==> src/rtl/ex_stage_pipe_reg.sv <==
// ID->EX pipeline register with a main + skid entry so that in_ready is a
// flop and the EX stall never forms a combinational path back into ID.
// Flush squashes both entries; stall_cnt counts EX back-pressure cycles.
module ex_stage_pipe_reg #(
  parameter int SCALAR_W  = 32,
  parameter int LANE_W    = 32,
  parameter int VEC_LANES = 8,
  parameter int REG_IDX_W = 5,
  parameter int CTRL_W    = 16,
  parameter int CNT_W     = 16
) (
  input  logic                        clk,
  input  logic                        rst,
  input  logic                        flush,
  input  logic                        in_valid,
  output logic                        in_ready,
  input  logic [CTRL_W-1:0]           in_ctrl,
  input  logic [SCALAR_W-1:0]         in_rs1,
  input  logic [SCALAR_W-1:0]         in_rs2,
  input  logic [LANE_W*VEC_LANES-1:0] in_vrs1,
  input  logic [LANE_W*VEC_LANES-1:0] in_vrs2,
  input  logic [REG_IDX_W-1:0]        in_rs1_idx,
  input  logic [REG_IDX_W-1:0]        in_rs2_idx,
  input  logic [REG_IDX_W-1:0]        in_rd,
  output logic                        out_valid,
  input  logic                        out_ready,
  output logic [CTRL_W-1:0]           out_ctrl,
  output logic [SCALAR_W-1:0]         out_rs1,
  output logic [SCALAR_W-1:0]         out_rs2,
  output logic [LANE_W*VEC_LANES-1:0] out_vrs1,
  output logic [LANE_W*VEC_LANES-1:0] out_vrs2,
  output logic [REG_IDX_W-1:0]        out_rs1_idx,
  output logic [REG_IDX_W-1:0]        out_rs2_idx,
  output logic [REG_IDX_W-1:0]        out_rd,
  output logic [CNT_W-1:0]            stall_cnt
);

  localparam int VEC_W = LANE_W * VEC_LANES;

  // Occupancy states: main only, or main + skid.
  localparam logic [1:0] ST_EMPTY = 2'b00;
  localparam logic [1:0] ST_ONE   = 2'b01;
  localparam logic [1:0] ST_FULL  = 2'b10;

  // One buffered instruction; all fields travel together.
  typedef struct packed {
    logic [CTRL_W-1:0]    ctrl;
    logic [SCALAR_W-1:0]  rs1;
    logic [SCALAR_W-1:0]  rs2;
    logic [VEC_W-1:0]     vrs1;
    logic [VEC_W-1:0]     vrs2;
    logic [REG_IDX_W-1:0] rs1_idx;
    logic [REG_IDX_W-1:0] rs2_idx;
    logic [REG_IDX_W-1:0] rd;
  } entry_t;

  logic [1:0] state, state_d;
  entry_t     in_e, main_q, skid_q;
  logic       main_v, accept, pop;
  logic       load_main, load_skid, main_from_skid;

  assign in_e = '{ctrl: in_ctrl, rs1: in_rs1, rs2: in_rs2, vrs1: in_vrs1,
                  vrs2: in_vrs2, rs1_idx: in_rs1_idx, rs2_idx: in_rs2_idx,
                  rd: in_rd};

  assign main_v = (state != ST_EMPTY);
  assign accept = in_valid & in_ready;
  assign pop    = main_v & out_ready;

  // Next occupancy and which entry loads; flush overrides every handshake.
  always_comb begin
    state_d        = state;
    load_main      = 1'b0;
    load_skid      = 1'b0;
    main_from_skid = 1'b0;
    if (flush) begin
      state_d = ST_EMPTY;
    end else begin
      case (state)
        ST_EMPTY: if (accept) begin
          state_d   = ST_ONE;
          load_main = 1'b1;
        end
        ST_ONE: begin
          if (accept && pop) begin
            load_main = 1'b1;
          end else if (accept) begin
            state_d   = ST_FULL;
            load_skid = 1'b1;
          end else if (pop) begin
            state_d = ST_EMPTY;
          end
        end
        // in_ready is low in FULL, so only a pop can happen here.
        ST_FULL: if (pop) begin
          state_d        = ST_ONE;
          main_from_skid = 1'b1;
        end
        default: state_d = ST_EMPTY;
      endcase
    end
  end

  // Occupancy and registered ready; ready drops on the edge that fills the skid.
  always_ff @(posedge clk or negedge rst) begin
    if (!rst) begin
      state    <= ST_EMPTY;
      in_ready <= 1'b0;
    end else begin
      state    <= state_d;
      in_ready <= (state_d != ST_FULL);
    end
  end

  // Main entry: loads from the input or promotes the skid entry.
  always_ff @(posedge clk or negedge rst) begin
    if (!rst)                main_q <= '0;
    else if (load_main)      main_q <= in_e;
    else if (main_from_skid) main_q <= skid_q;
  end

  // Skid entry: only captures when main is held by EX back-pressure.
  always_ff @(posedge clk or negedge rst) begin
    if (!rst)           skid_q <= '0;
    else if (load_skid) skid_q <= in_e;
  end

  // Saturating back-pressure counter; flush cycles are not counted.
  always_ff @(posedge clk or negedge rst) begin
    if (!rst)
      stall_cnt <= '0;
    else if (main_v && !out_ready && !flush && (stall_cnt != {CNT_W{1'b1}}))
      stall_cnt <= stall_cnt + 1'b1;
  end

  // Bubbles carry a zero control word so no write enable leaks into EX.
  assign out_valid   = main_v;
  assign out_ctrl    = main_v ? main_q.ctrl : '0;
  assign out_rs1     = main_q.rs1;
  assign out_rs2     = main_q.rs2;
  assign out_vrs1    = main_q.vrs1;
  assign out_vrs2    = main_q.vrs2;
  assign out_rs1_idx = main_q.rs1_idx;
  assign out_rs2_idx = main_q.rs2_idx;
  assign out_rd      = main_q.rd;

endmodule
==> config.mk <==
export PLATFORM = sky130hd
export DESIGN_NAME = ex_stage_pipe_reg
export DESIGN_NICKNAME = d
export VERILOG_FILES = /design/src/rtl/ex_stage_pipe_reg.sv
export SDC_FILE = /design/constraint.sdc
export NUM_CORES = 2
export LEC_CHECK = 0
export ABC_AREA = 1
export ABC_CLOCK_PERIOD_IN_PS = 1800
export CELL_PAD_IN_SITES_DETAIL_PLACEMENT = 1
export CELL_PAD_IN_SITES_GLOBAL_PLACEMENT = 2
export CORE_AREA = 2 2 486 488
export CTS_BUF_LIST = sky130_fd_sc_hd__clkbuf_8
export DETAILED_ROUTE_END_ITERATION = 16
export DIE_AREA = 0 0 488 490
export PLACE_DENSITY = 0.71
export SLEW_MARGIN = 20
export SYNTH_ARGS = -nofsm -noshare
export SYNTH_HDL_FRONTEND = slang
export SYNTH_SLANG_ARGS = --single-unit
==> constraint.sdc <==
create_clock -name clk -period 1.8 [get_ports clk]
set_input_delay 0.27 -clock clk [delete_from_list [all_inputs] [get_ports clk]]
set_output_delay 0.27 -clock clk [all_outputs]
set_load 0.02 [all_outputs]
==> impl_metrics.ini <==
[synth]
synthCells = 6696
synth_area_sq_um = 56900
synth_nets = 7309
post-synth-top-area-cell = dfrtp_1
synth_top_area_share_pct = 54.2
yosysUniqueCellTypes = 27
ys_seq_area_share_pct = 54.2
synth-seq-cells = 1233
synthTopCellsByArea = dfrtp_1, o21ai_0, buf_4
synth_area_per_cell_sq_um = 8.50
synth-warning-count = 0

[sta]
fmax_ghz = 0.440
worst_pin_slew_ns = 0.951
min_period_ns = 2.27
setup_tns_ns = -77.25
finClkSkew_ns = 0.0561
setup_slack_ns = -0.471
slew_viol_final = 0
slew_headroom_pct = 36.4
rsz0062_at_grt = yes
setup_viol = 739
post-route-period-util_pct = 126
hold_violations = 0

[worst_setup_path]
crit_buf_inv = 3
cp.required_ns = 1.53
critPathKind = reg -> out
path_delay_family = buffers and inverters
crit_path_end_kind = output pin
cp_cell_sequence = nor2_4 -> clkbuf_16 -> buf_8 -> nor2_2 -> buf_12
worstPathArrival_ns = 2.00
path_max_fanout = 7
start_kind = register
cpMaxStageDelayCell = dfrtp_1
slowest_delay_ns = 0.41

[clock_network]
cts_buffers = 228
cts-root-buf = clkbuf_8
clk_latency_ns = 0.95
htree_levels = 4
clkTransAtPathRegs_ns = 0.06
clockBufferDepth = 3
cts_tree = done
cts.sinks = 1233

[power_and_ir_drop]
ir_drop_uv = 604
power_frac_comb_pct = 30.2
p_sw_mw = 33.5
internal_power_mw = 63.9
power_frac_seq_pct = 41.1
p_sw_share_pct = 34.4
power_frac_clock_pct = 28.7
power_mw = 97.4
power_density_nw_per_um2 = 1080
power_leakage_nw = 41.9

[cells_and_area]
nFillCells = 26500
layout_commonest_cell = dfrtp_1
layout_common_cells = dfrtp_1, o21ai_0, nand2_1
area_growth_pct = 57.7
post_route_cells_drive_above_1_share_pct = 24.0
layout.nets = 9006
final_util_pct = 38.4
final_cells = 11800

[detailed_routing]
avgRoutedWirePerCell_microns = 22.5
drt_iter0_drc = 2771
wl_microns = 265000
drtPass1Iterations = 5
drc_errors = 0
via_count = 53600
drtAntennaViolNets = 0
viasPerCell = 4.56

[floorplanning]
die-width_microns = 488
start_util_pct = 24.3
floorplan.rows = 178
coreArea_sq_um = 234000
io_pins = 1237
die_y_microns = 490
dieArea_sq_um = 239000

[outcome]
violations = negative setup slack
status = finished, violations left

[global_route]
grt_pass1_vias = 56400
grt_pass1_wl_microns = 370000
gr-total-overflow = 0
antenna_found_initial = 57
grt_max_degree = 71
track_usage_pct = 20.2

[run]
maxCapViolations = 0

[placed_design]
port_buffers = 1236
dp_hpwl_microns = 169000
place_inst = 10300
gp_congestion = 0.823

[hold_path]
hp-class = in -> reg
[Yosys cell counts]
| library cell | instances |
|---|---|
| nand3b_1 | 1 |
| nor2_4 | 1 |
| nor2_1 | 633 |
| a21oi_1 | 246 |
| buf_4 | 646 |
| xor2_1 | 7 |
| inv_1 | 641 |
| nand2_2 | 4 |
| o21ai_0 | 1319 |
| clkbuf_1 | 208 |
| nor2_2 | 2 |
| nand3_1 | 370 |
| nand2_1 | 925 |
| buf_1 | 8 |
| o21bai_1 | 1 |
| nand3_4 | 1 |
| dfrtp_1 | 1233 |
| nand3_2 | 1 |
| nor3_1 | 1 |
| inv_2 | 3 |
| buf_6 | 12 |
| nor3_2 | 1 |
| ha_1 | 1 |
| nand4_1 | 2 |
| o21ai_1 | 267 |
| buf_2 | 161 |
| xnor2_1 | 1 |
[worst paths after layout]
path,start,end,slack (ns),cells after the start
setup reg to reg,state[1],out_vrs1[8],-0.28,11
hold / removal,in_vrs2[200],skid_q[215],0.16,3
min in group asynchronous,rst,skid_q[358],0.25,3
setup / recovery,state[0],out_ctrl[3],-0.47,5
max in group asynchronous,rst,out_rs2[29],0.09,3
hold reg to reg,skid_q[253],skid_q[253],0.48,2
[layer usage]
| metal | GRT usage [%] | up-vias | part of all wire (%) |
|---|---|---|---|
| met4 | 7.68 | 22 | 3.9 |
| li1 | - | 24500 | - |
| met5 | 0 | - | 0.053 |
| met3 | 5.57 | 483 | 6.9 |
| met1 | 25.1 | 26900 | 42 |
| met2 | 33.1 | 1671 | 47 |
[tightest hold or removal path: stages]
cell and delay, ns:
clkdlybuf4s50_1 0.59, inv_1 0.12, o21ai_0 0.08
[metrics by stage]
step	hold WS [ns]	cell area [sq um]	setup WS, ns
after CTS	0.00967	85300	-0.717
after global routing	0.0620	89800	-0.653
after floorplan	-0.0256	56900	0.0929
after global placement	0.251	70700	-0.484
after detailed placement	0.253	70700	-0.530
final	0.161	89800	-0.471
[power groups by stage]
| stage | combinational, mW | sequential (mW) | clock [mW] |
|---|---|---|---|
| finish | 29.5 | 40.0 | 27.9 |
| global route | 31.8 | 40.7 | 30.0 |
| CTS | 27.6 | 39.5 | 28.7 |
| detailed placement | 23.5 | 39.3 | 0 |
| global placement | 23.0 | 39.1 | 0 |
| floorplan | 15.2 | 37.4 | 0 |
[flip-flops by register name, summed over array words and instances (netlist names), 5 cells and up]
| signal | count |
|---|---|
| stall_cnt | 16 |
| out_rd | 5 |
| out_vrs2 | 256 |
| out_rs1 | 32 |
| out_rs1_idx | 5 |
| out_rs2 | 32 |
| out_rs2_idx | 5 |
| skid_q | 607 |
| main_q | 16 |
| out_vrs1 | 256 |
[layout make-up]
cell class              instances  area [sq um]  area share, %
diodes                         36          90.1          0.100
inverters                     644          2440           2.71
multi-input cells            3784         19000           21.1
clock buffers                 289          3980           4.43
well taps                    3150          3940           4.39
flip-flops and latches       1233         30900           34.4
clock inverters               117           666          0.741
repair buffers               2502         28800           32.1
[timing repair]
action                                   CTS  global route
endpoints found under the setup margin  1083          1854
gates cloned                              31            87
gates resized for setup                 4145           776
setup buffers                            209            49
hold buffers                             610             0
hold endpoints to repair                2439             0
pin swaps                                 35           167
[kinds of logic after synthesis]
family / share of synthesized area [%]
fa+ha+maj: 0.0220
simple gates: 13.7
compound gates: 16.1
buf+inv: 15.8
flops: 54.2
xor+xnor: 0.123
(Power assumes the default switching activity.)
